--- src/rtl/apb_fifo_pkg.sv ---
// ============================================================================
// Module      : apb_fifo_pkg
// Description : Shared register offsets, FSM states and register bit positions
//               for the APB FIFO completer.
// Revision    : 1.0 - initial release
// ============================================================================
`default_nettype none

package apb_fifo_pkg;

    // Register offsets decoded from PADDR[3:0]
    localparam logic [3:0] c_OFF_DATA   = 4'h0;
    localparam logic [3:0] c_OFF_STATUS = 4'h4;
    localparam logic [3:0] c_OFF_CTRL   = 4'h8;

    // STATUS register layout
    localparam int c_ST_TX_FULL    = 0;
    localparam int c_ST_TX_EMPTY   = 1;
    localparam int c_ST_RX_FULL    = 2;
    localparam int c_ST_RX_EMPTY   = 3;
    localparam int c_ST_TX_CNT_LSB = 8;
    localparam int c_ST_RX_CNT_LSB = 16;
    localparam int c_ST_CNT_W      = 8;

    // CTRL register layout; all live bits sit in byte 0
    localparam int c_CTRL_TX_FLUSH = 0;
    localparam int c_CTRL_RX_FLUSH = 1;
    localparam int c_CTRL_STALL_EN = 2;

    typedef enum logic [1:0] {
        ST_IDLE = 2'd0,
        ST_WAIT = 2'd1,
        ST_RESP = 2'd2
    } apb_state_t;

    function automatic logic is_known_offset(input logic [3:0] off);
        return (off == c_OFF_DATA) || (off == c_OFF_STATUS) || (off == c_OFF_CTRL);
    endfunction

endpackage

`default_nettype wire

--- src/rtl/apb_sync_fifo.sv ---
// ============================================================================
// Module      : apb_sync_fifo
// Description : Single-clock FIFO with occupancy count and synchronous flush.
// Revision    : 1.0 - initial release
// ============================================================================
`default_nettype none

module apb_sync_fifo #(
    parameter int DATA_W = 32,
    parameter int DEPTH  = 8
) (
    input  logic                     clk,
    input  logic                     rst,
    input  logic                     i_push,
    input  logic [DATA_W-1:0]        i_wdata,
    input  logic                     i_pop,
    input  logic                     i_flush,
    output logic [DATA_W-1:0]        o_rdata,
    output logic                     o_full,
    output logic                     o_empty,
    output logic [$clog2(DEPTH):0]   o_count
);

    localparam int c_PTR_W = $clog2(DEPTH);

    logic [DATA_W-1:0]  r_mem [DEPTH];
    logic [c_PTR_W-1:0] r_wptr;
    logic [c_PTR_W-1:0] r_rptr;
    logic [c_PTR_W:0]   r_count;
    logic               w_do_push;
    logic               w_do_pop;

    assign o_full    = (r_count == (c_PTR_W+1)'(DEPTH));
    assign o_empty   = (r_count == '0);
    assign o_count   = r_count;
    assign o_rdata   = r_mem[r_rptr];
    assign w_do_push = i_push && !o_full;
    assign w_do_pop  = i_pop && !o_empty;

    // Power-of-two depth lets the pointers wrap by natural overflow
    always_ff @(posedge clk or posedge rst) begin
        if (rst) begin
            r_wptr  <= '0;
            r_rptr  <= '0;
            r_count <= '0;
        end else if (i_flush) begin
            r_wptr  <= '0;
            r_rptr  <= '0;
            r_count <= '0;
        end else begin
            if (w_do_push) r_wptr <= r_wptr + c_PTR_W'(1);
            if (w_do_pop)  r_rptr <= r_rptr + c_PTR_W'(1);
            case ({w_do_push, w_do_pop})
                2'b10:   r_count <= r_count + (c_PTR_W+1)'(1);
                2'b01:   r_count <= r_count - (c_PTR_W+1)'(1);
                default: r_count <= r_count;
            endcase
        end
    end

    always_ff @(posedge clk) begin
        if (w_do_push && !i_flush) r_mem[r_wptr] <= i_wdata;
    end

endmodule

`default_nettype wire

--- src/rtl/apb_fifo_completer.sv ---
// ============================================================================
// Module      : apb_fifo_completer
// Description : APB completer moving words through a TX FIFO (APB -> stream)
//               and an RX FIFO (stream -> APB), with wait states and timeout.
//               Optional APB_PSTRB_EN adds byte strobes.
// Revision    : 1.0 - initial release
// ============================================================================
`default_nettype none

module apb_fifo_completer
    import apb_fifo_pkg::*;
#(
    parameter int DATA_W   = 32,
    parameter int ADDR_W   = 32,
    parameter int DEPTH    = 8,
    parameter int WAIT_MAX = 15
) (
    input  logic              PCLK,
    input  logic              PRESET,
    input  logic              PSEL,
    input  logic              PENABLE,
    input  logic              PWRITE,
    input  logic [ADDR_W-1:0] PADDR,
    input  logic [DATA_W-1:0] PWDATA,
`ifdef APB_PSTRB_EN
    input  logic [DATA_W/8-1:0] PSTRB,
`endif
    output logic              PREADY,
    output logic              PSLVERR,
    output logic [DATA_W-1:0] PRDATA,
    output logic              tx_valid,
    input  logic              tx_ready,
    output logic [DATA_W-1:0] tx_data,
    input  logic              rx_valid,
    output logic              rx_ready,
    input  logic [DATA_W-1:0] rx_data
);

    localparam int c_CNT_W  = (WAIT_MAX < 1) ? 1 : $clog2(WAIT_MAX + 1);
    localparam int c_FCNT_W = $clog2(DEPTH) + 1;

    apb_state_t          r_state;
    apb_state_t          w_state_nxt;
    logic [c_CNT_W-1:0]  r_wait_cnt;
    logic [c_CNT_W-1:0]  w_wait_cnt_nxt;
    logic                w_goto_resp;
    logic                w_err;
    logic                w_do_access;

    logic                r_pready;
    logic                r_pslverr;
    logic [DATA_W-1:0]   r_prdata;
    logic                r_stall_en;
    logic                r_tx_flush;
    logic                r_rx_flush;

    logic [3:0]          w_off;
    logic                w_is_data;
    logic                w_is_status;
    logic                w_is_ctrl;
    logic                w_bad;
    logic                w_can;
    logic                w_strb_full;
    logic                w_ctrl_b0;
    logic                w_tx_push;
    logic                w_rx_pop;
    logic                w_ctrl_wr;
    logic [DATA_W-1:0]   w_status;
    logic [DATA_W-1:0]   w_rdata;

    logic                w_tx_full;
    logic                w_tx_empty;
    logic [c_FCNT_W-1:0] w_tx_count;
    logic                w_rx_full;
    logic                w_rx_empty;
    logic [c_FCNT_W-1:0] w_rx_count;
    logic [DATA_W-1:0]   w_rx_head;
    logic                w_unused_addr;

    assign w_unused_addr = ^PADDR[ADDR_W-1:4];

`ifdef APB_PSTRB_EN
    assign w_strb_full = &PSTRB;
    assign w_ctrl_b0   = PSTRB[0];
`else
    assign w_strb_full = 1'b1;
    assign w_ctrl_b0   = 1'b1;
`endif

    assign w_off       = PADDR[3:0];
    assign w_is_data   = (w_off == c_OFF_DATA);
    assign w_is_status = (w_off == c_OFF_STATUS);
    assign w_is_ctrl   = (w_off == c_OFF_CTRL);
    assign w_bad       = !is_known_offset(w_off)
                       || (w_is_status && PWRITE)
                       || (w_is_data && PWRITE && !w_strb_full);
    // Flags come from the current count, so a same-cycle stream pop does not help
    assign w_can       = !w_is_data || (PWRITE ? !w_tx_full : !w_rx_empty);

    always_ff @(posedge PCLK or posedge PRESET) begin
        if (PRESET) begin
            r_state    <= ST_IDLE;
            r_wait_cnt <= '0;
        end else begin
            r_state    <= w_state_nxt;
            r_wait_cnt <= w_wait_cnt_nxt;
        end
    end

    always_comb begin
        w_state_nxt    = r_state;
        w_wait_cnt_nxt = r_wait_cnt;
        w_goto_resp    = 1'b0;
        w_err          = 1'b0;
        w_do_access    = 1'b0;
        case (r_state)
            ST_IDLE: begin
                if (PSEL && !PENABLE) begin
                    w_state_nxt    = ST_WAIT;
                    w_wait_cnt_nxt = '0;
                end
            end
            ST_WAIT: begin
                if (!PSEL) begin
                    w_state_nxt = ST_IDLE;
                end else if (w_bad) begin
                    w_state_nxt = ST_RESP;
                    w_goto_resp = 1'b1;
                    w_err       = 1'b1;
                end else if (w_can) begin
                    w_state_nxt = ST_RESP;
                    w_goto_resp = 1'b1;
                    w_do_access = 1'b1;
                end else if (!r_stall_en || (r_wait_cnt == c_CNT_W'(WAIT_MAX))) begin
                    w_state_nxt = ST_RESP;
                    w_goto_resp = 1'b1;
                    w_err       = 1'b1;
                end else begin
                    w_wait_cnt_nxt = r_wait_cnt + c_CNT_W'(1);
                end
            end
            ST_RESP: w_state_nxt = ST_IDLE;
            default: w_state_nxt = ST_IDLE;
        endcase
    end

    assign w_tx_push = w_do_access && w_is_data && PWRITE;
    assign w_rx_pop  = w_do_access && w_is_data && !PWRITE;
    assign w_ctrl_wr = w_do_access && w_is_ctrl && PWRITE && w_ctrl_b0;

    always_comb begin
        w_status                                  = '0;
        w_status[c_ST_TX_FULL]                    = w_tx_full;
        w_status[c_ST_TX_EMPTY]                   = w_tx_empty;
        w_status[c_ST_RX_FULL]                    = w_rx_full;
        w_status[c_ST_RX_EMPTY]                   = w_rx_empty;
        w_status[c_ST_TX_CNT_LSB +: c_ST_CNT_W]   = c_ST_CNT_W'(w_tx_count);
        w_status[c_ST_RX_CNT_LSB +: c_ST_CNT_W]   = c_ST_CNT_W'(w_rx_count);
    end

    always_comb begin
        w_rdata = '0;
        if (!PWRITE) begin
            if (w_is_data)        w_rdata = w_rx_head;
            else if (w_is_status) w_rdata = w_status;
            else if (w_is_ctrl)   w_rdata[c_CTRL_STALL_EN] = r_stall_en;
        end
    end

    // Flush pulses are held for the RESP cycle so the FIFO reads empty afterwards
    always_ff @(posedge PCLK or posedge PRESET) begin
        if (PRESET) begin
            r_pready   <= 1'b0;
            r_pslverr  <= 1'b0;
            r_prdata   <= '0;
            r_stall_en <= 1'b0;
            r_tx_flush <= 1'b0;
            r_rx_flush <= 1'b0;
        end else begin
            r_pready   <= w_goto_resp;
            r_pslverr  <= w_goto_resp && w_err;
            r_prdata   <= (w_goto_resp && !w_err) ? w_rdata : '0;
            r_tx_flush <= w_ctrl_wr && PWDATA[c_CTRL_TX_FLUSH];
            r_rx_flush <= w_ctrl_wr && PWDATA[c_CTRL_RX_FLUSH];
            if (w_ctrl_wr) r_stall_en <= PWDATA[c_CTRL_STALL_EN];
        end
    end

    assign PREADY   = r_pready;
    assign PSLVERR  = r_pslverr;
    assign PRDATA   = r_prdata;
    assign tx_valid = !w_tx_empty;
    assign rx_ready = !w_rx_full;

    apb_sync_fifo #(
        .DATA_W (DATA_W),
        .DEPTH  (DEPTH)
    ) u_tx_fifo (
        .clk     (PCLK),
        .rst     (PRESET),
        .i_push  (w_tx_push),
        .i_wdata (PWDATA),
        .i_pop   (tx_ready),
        .i_flush (r_tx_flush),
        .o_rdata (tx_data),
        .o_full  (w_tx_full),
        .o_empty (w_tx_empty),
        .o_count (w_tx_count)
    );

    apb_sync_fifo #(
        .DATA_W (DATA_W),
        .DEPTH  (DEPTH)
    ) u_rx_fifo (
        .clk     (PCLK),
        .rst     (PRESET),
        .i_push  (rx_valid),
        .i_wdata (rx_data),
        .i_pop   (w_rx_pop),
        .i_flush (r_rx_flush),
        .o_rdata (w_rx_head),
        .o_full  (w_rx_full),
        .o_empty (w_rx_empty),
        .o_count (w_rx_count)
    );

endmodule

`default_nettype wire

--- config.mk ---
export PLATFORM = sky130hd
export DESIGN_NAME = apb_fifo_completer
export DESIGN_NICKNAME = d
export VERILOG_FILES = /design/src/rtl/apb_fifo_pkg.sv /design/src/rtl/apb_sync_fifo.sv /design/src/rtl/apb_fifo_completer.sv
export SDC_FILE = /design/constraint.sdc
export NUM_CORES = 1
export LEC_CHECK = 0
export BUFFER_PORTS_ARGS = -buffer_cell sky130_fd_sc_hd__buf_2
export CAP_MARGIN = 20
export CELL_PAD_IN_SITES_DETAIL_PLACEMENT = 0
export CELL_PAD_IN_SITES_GLOBAL_PLACEMENT = 2
export CORE_ASPECT_RATIO = 0.5
export CORE_UTILIZATION = 26
export CTS_CLUSTER_SIZE = 10
export DETAILED_ROUTE_END_ITERATION = 7
export PLACE_DENSITY_LB_ADDON = 0.12
export SETUP_SLACK_MARGIN = 0.15
export SYNTH_ARGS = -nofsm -noshare
export SYNTH_HDL_FRONTEND = slang
export SYNTH_SLANG_ARGS = --single-unit
--- constraint.sdc ---
create_clock -name PCLK -period 6.2 [get_ports PCLK]
set_clock_uncertainty 0.05 [all_clocks]
set_input_delay 1.55 -clock PCLK [delete_from_list [all_inputs] [get_ports PCLK]]
set_output_delay 1.55 -clock PCLK [all_outputs]
set_load 0.005 [all_outputs]
### After elaboration in Yosys (flattened, before gate mapping)

Memories as Yosys holds them, arrays and structs flattened.
Index checks and enable logic that the tools add are counted.

* mux-type cells: 49
* equality and inequality tests: 16
* reduce and logical (&&, ||, !) cells: 47
* $add $sub $neg: 9

Operators with widths (count)
* two-way mux 32 bit: 3
* two-way mux 4 bit: 7
* two-way mux 3 bit: 8
* case mux 4 bit (2 select lines): 3
* two-way mux 1 bit: 20
* logical AND 1 bit: 17
* two-way mux 17 bit: 1
* == test 4 bit (second input constant): 4
* adder 3 x 1 -> 3 bit (second input constant): 4
* adder 4 x 1 -> 4 bit (second input constant): 3
* zero test 1 bit: 12
* zero test 4 bit: 3
* two-way mux 2 bit: 6
* inequality test 2 bit (second input constant): 5
* nonzero test 2 bit: 5
* subtractor 4 x 1 -> 4 bit (second input constant): 2
* == test 2 x 1 -> 1 bit (second input constant): 3
* AND reduction 6 bit: 1
* nonzero test 3 bit: 2
* logical OR 1 bit: 5
* inequality test 5 bit (second input constant): 1
* == test 2 bit (second input constant): 2
* == test 4 x 3 -> 1 bit (second input constant): 1
* case mux 2 bit (2 select lines): 1
* 2 further kinds: 2

* RAM bits: 512
* logic and storage cells: 137
* memories kept: 2
* output and inout port bits: 68
* register bits after elaboration: 63
* input port bits: 103

Memories
* u_rx_fifo.r_mem: words 8, width 32, read ports 1, clocked after memory_dff 0, write ports 1, line apb_sync_fifo.sv:26 `logic [DATA_W-1:0] r_mem [DEPTH];`
* u_tx_fifo.r_mem: words 8, width 32, read ports 1, clocked after memory_dff 0, write ports 1, line apb_sync_fifo.sv:26

### Depth between registers and ports, before layout

* depth in word-level cells: 14
* mapped depth: 10
* gate-level depth less buffers: 9

### Modules after synthesis

Synthesis repeated with hierarchy kept, for this count alone.

* cells, all modules: 1043
* area, all modules: 22338.9 sq um

By module, submodules not included
* apb_sync_fifo: times used 2, area each 10286.1 sq um, seq. area each 7937.6 sq um, cells an instance 447
* apb_fifo_completer: times used 1, area each 1766.7 sq um, seq. area each 1076.0 sq um, cells an instance 149

### Least setup slack after synthesis

Ideal clock, no wire load.

* path type: input -> register
* start: input PADDR[2]
* end: memory u_tx_fifo.r_mem[0][0] (enable)
* arrival: 5951 ps
* data required time: 5649 ps
* path buffers: 0
* setup slack: -302 ps
* cell stages on the path: 4
* setup time: 501 ps
* cells stage by stage: or4_4 nor4b_4 or2b_1 nor4_1

* word-level cells in the longest chain between the ends: 14
* elaborated cells between the ends (all ways): 20
* those cells by class: 2 x eq/ne; 6 x mux; 12 x reduce/logical

Ends and longest elaborated chain
* start, declared: line apb_fifo_completer.sv:23 `input logic [ADDR_W-1:0] PADDR,`
* == test 4 x 3 -> 1 bit or zero test 4 bit (tied branches): line apb_fifo_pkg.sv:37, apb_fifo_completer.sv:92, apb_fifo_completer.sv:91
* logical OR 1 bit (2 in series): line apb_fifo_pkg.sv:37 `return (off == c_OFF_DATA) || (off == c_OFF_STATUS) || (off == c_OFF_CTRL);`
* zero test 1 bit: line apb_fifo_completer.sv:94 `assign w_bad = !is_known_offset(w_off)`
* logical OR 1 bit: line apb_fifo_completer.sv:95 `|| (w_is_status && PWRITE)`
* two-way mux 1 bit: line apb_fifo_completer.sv:126 `end else if (w_bad) begin`
* two-way mux 1 bit: line apb_fifo_completer.sv:124 `if (!PSEL) begin`
* two-way mux 1 bit: line apb_fifo_completer.sv:116 `case (r_state)`
* logical AND 1 bit * (2 in series): line apb_fifo_completer.sv:147 `assign w_tx_push = w_do_access && w_is_data && PWRITE;`
* logical AND 1 bit *: line apb_sync_fifo.sv:37 `assign w_do_push = i_push && !o_full;`
* logical AND 1 bit *: line apb_sync_fifo.sv:62 `if (w_do_push && !i_flush) r_mem[r_wptr] <= i_wdata;`
* two-way mux 1 bit *: line apb_sync_fifo.sv:62
* two-way mux 1 bit (implied by the code) *: line apb_sync_fifo.sv:62
* end, declared: line apb_sync_fifo.sv:26

Mark *: on every way between the ends. The rest lies on a longest branch, timed or not.

### Worst setup path in the final report

* start: register u_tx_fifo.r_rptr[0]
* end: output tx_data[10]

* word-level cells in the longest chain between the ends: 1

Ends and longest elaborated chain
* start, declared: line apb_sync_fifo.sv:28 `logic [c_PTR_W-1:0] r_rptr;`
* start signal, assigned: line apb_sync_fifo.sv:52 `if (w_do_pop) r_rptr <= r_rptr + c_PTR_W'(1);`
* memory (8 x 32 bit)
* end, declared: line apb_fifo_completer.sv:33 `output logic [DATA_W-1:0] tx_data,`

Every way passes these cells.

==> results.json <==
{
  "crit_required_ns": 4.60,
  "synthArstFlopShare_pct": 11.0,
  "areaGrowthSynthToFinish_pct": 19.7,
  "ctsLongestPathBuffers": 3,
  "track_usage_pct": 12.3,
  "routed.top_layer": "met5",
  "min_path_cells": 2,
  "wl_met1_um": 22700,
  "cap_violations": 0,
  "min_period_ns": 4.71,
  "start_util_pct": 26.3,
  "synthFlopType": "edfxtp_1",
  "slew_violations": 0,
  "cts_setup_buffers": 0,
  "grt_overflow": 0,
  "std_cell_rows": 75,
  "tightest_slew_ns": 1.02,
  "yosysTopAreaCell": "edfxtp_1",
  "nets": 1350,
  "synth.area.top_cells": "edfxtp_1 (70%), mux4_2 (13%), dfrtp_1 (7.1%)",
  "cp.arrival_ns": 3.11,
  "crit_path_end_kind": "output pin",
  "reg2reg_from": "u_rx_fifo.o_count[0]$_DFFE_PP0P_",
  "antenna_found_initial": 5,
  "synth_area_per_cell_um2": 21.2,
  "synth_cells": 1038,
  "utilization_pct": 31.5,
  "port_buffers": 142,
  "reg2reg_to": "u_rx_fifo.r_mem[2][11]$_DFFE_PP_",
  "wl_per_cell_um": 21.7,
  "synth_most_common_cell": "edfxtp_1",
  "synth_cell_types": 52,
  "root_buffer": "clkbuf_16",
  "reg2reg_depth": 5,
  "ant_nets": 0,
  "cts_tree": "built",
  "leakagePower_nw": 8.62,
  "firstDrtPassIters": 4,
  "hold_path_startpoint": "u_tx_fifo.r_rptr[2]$_DFFE_PP0P_",
  "tns_ns": 0,
  "rsz0062_at_grt": "false",
  "die_w_um": 414,
  "cts_buffers": 68,
  "ioPinCount": 171,
  "grt_start_max_net_pins": 67,
  "vias": 10400,
  "gp_congestion": 0.691,
  "die_y_um": 208,
  "run_status": "completed",
  "clk_latency_ns": 0.63,
  "powerDensity_mw_per_mm2": 388,
  "coreArea_mm2": 0.0839,
  "wl_um": 52000,
  "ys_warn_count": 0,
  "postCtsHoldBufs": 0,
  "crit_type": "reg2out",
  "h-tree-depth": 3,
  "fin_total_pwr_mw": 10.2,
  "path_clk_slew_ns": 0.06,
  "finalSetupViolCount": 0,
  "met2_length_um": 26100,
  "syn_area_mm2": 0.0220,
  "synth_edf_count": 512,
  "drt-initial-drc-count": 473,
  "cts.repair.resized": 0,
  "route.met3.wl_um": 2300,
  "cts.sinks": 575,
  "ys_seq_elements": 575,
  "worstPathMaxFanout": 45,
  "seq_area_frac_synth_pct": 76.9,
  "hpwl_um": 29000,
  "synth_top_area_share_pct": 69.7,
  "setup_ws_ns": 1.49,
  "holdPathEnd": "u_tx_fifo.r_rptr[2]$_DFFE_PP0P_",
  "final-hold-violation-count": 0,
  "min_period_over_period_pct": 76.0,
  "drc": 0,
  "max_freq_mhz": 212,
  "r2r_slack_ns": 2.92,
  "hold_class": "reg2reg",
  "viasPerCell": 4.36,
  "whs_ns": 0.498,
  "crit_path_start_kind": "register",
  "place_ws_ns": 1.56,
  "grt_pass1_vias": 11700,
  "ir_worst_vdd_mv": 0.236,
  "synth_nets": 1150,
  "grt_pass1_wl_um": 76500,
  "synth_common_cells": "edfxtp_1 (512), mux4_2 (128), nor2_1 (81), dfrtp_1 (63), mux2_2 (36)",
  "dieArea_mm2": 0.0860,
  "drive_gt1_share_pct": 35.5,
  "max_slew_margin_pct": 31.6
}
==> cells by family (layout without fill, tap and decap cells) <==
group | count (synthesis) | count (layout) | synth area share (%)
DFF | 575 | 575 | 76.9
other | 0 | 1 | 0
AOI/OAI and AO/OA | 32 | 32 | 0.885
and+or+nand+nor | 151 | 151 | 3.46
adders and majority gates | 9 | 9 | 0.511
muxes | 199 | 199 | 16.5
xor gates and xnor gates | 17 | 17 | 0.709
buffers and inverters | 55 | 295 | 1.06
==> sequential cells by signal, indices dropped and copies added (netlist names) <==
signal	count
u_tx_fifo.r_rptr	3
u_tx_fifo.o_count	4
r_rx_flush	1
PRDATA	32
r_state	2
u_rx_fifo.r_wptr	3
u_rx_fifo.r_rptr	3
r_wait_cnt	4
r_stall_en	1
u_tx_fifo.r_wptr	3
PSLVERR	1
u_tx_fifo.r_mem	256
u_rx_fifo.o_count	4
u_rx_fifo.r_mem	256
r_tx_flush	1
PREADY	1
==> critical path, stage by stage (launching register included) <==
cell and delay, ns:
dfrtp_4 1.09, buf_4 0.42, mux4_2 0.54, mux2_2 0.28, buf_2 0.13
==> placed cells by master, fill, tap and decap left out, drive strengths merged, types with 8 or more instances in the layout <==
master	Yosys	layout
a21oi	16	16
mux4	128	128
nor2	81	81
edfxtp	512	512
ha	9	9
nand2	17	17
buf	19	177
mux2i	34	34
xor2	10	10
inv	8	9
mux2	37	37
clkbuf	28	103
dfrtp	63	63
nand3	8	8
==> cell type report <==
| class | instances | area [um^2] |
|---|---|---|
| Sequential cell | 575 | 17000 |
| Inverter | 8 | 31.3 |
| Fill cell | 8106 | 57500 |
| Tap cell | 1116 | 1400 |
| Clock inverter | 7 | 67.6 |
| Antenna cell | 1 | 2.50 |
| Multi-Input combinational cell | 408 | 5000 |
| Clock buffer | 103 | 1910 |
| Timing Repair Buffer | 177 | 1010 |
==> how the worst max path moves through the flow <==
stage | start | end | slack, ns | depth (start not counted)
6_report | u_tx_fifo.r_rptr[0]$_DFFE_PP0P_ | tx_data[10] | 1.49 | 4
5_1_grt | u_tx_fifo.r_rptr[0]$_DFFE_PP0P_ | tx_data[3] | 1.21 | 4
4_1_cts | u_tx_fifo.r_rptr[0]$_DFFE_PP0P_ | tx_data[10] | 1.31 | 4
3_5_place_dp | PADDR[2] | u_tx_fifo.r_mem[2][15]$_DFFE_PP_ | 1.56 | 7
3_3_place_gp | PADDR[2] | u_rx_fifo.o_count[3]$_DFFE_PP0P_ | 1.48 | 9
2_1_floorplan | PADDR[2] | u_tx_fifo.r_mem[0][0]$_DFFE_PP_ | 1.05 | 4
==> metal layers <==
metal,up-vias,GRT usage [%]
li1,4633,-
met1,5569,15.7
met2,161,20.7
met3,76,3.25
met4,4,3.51
met5,-,0
==> through the flow <==
step / instances / cell area [um^2]
after global placement: 2282 / 24400
final: 2395 / 26400
after CTS: 2392 / 26300
after floorplan: 1038 / 22100
after global routing: 2395 / 26400
after detailed placement: 2282 / 24400
==> where the power goes <==
group / total (mW) / internal (mW) / leakage, nW / switching (mW)
Sequential: 4.80 / 4.54 / 5.46 / 0.268
Combinational: 1.78 / 0.913 / 2.20 / 0.870
Clock: 3.64 / 2.11 / 0.951 / 1.53
Total: 10.2 / 7.56 / 8.62 / 2.67
(Power assumes the default switching activity.)
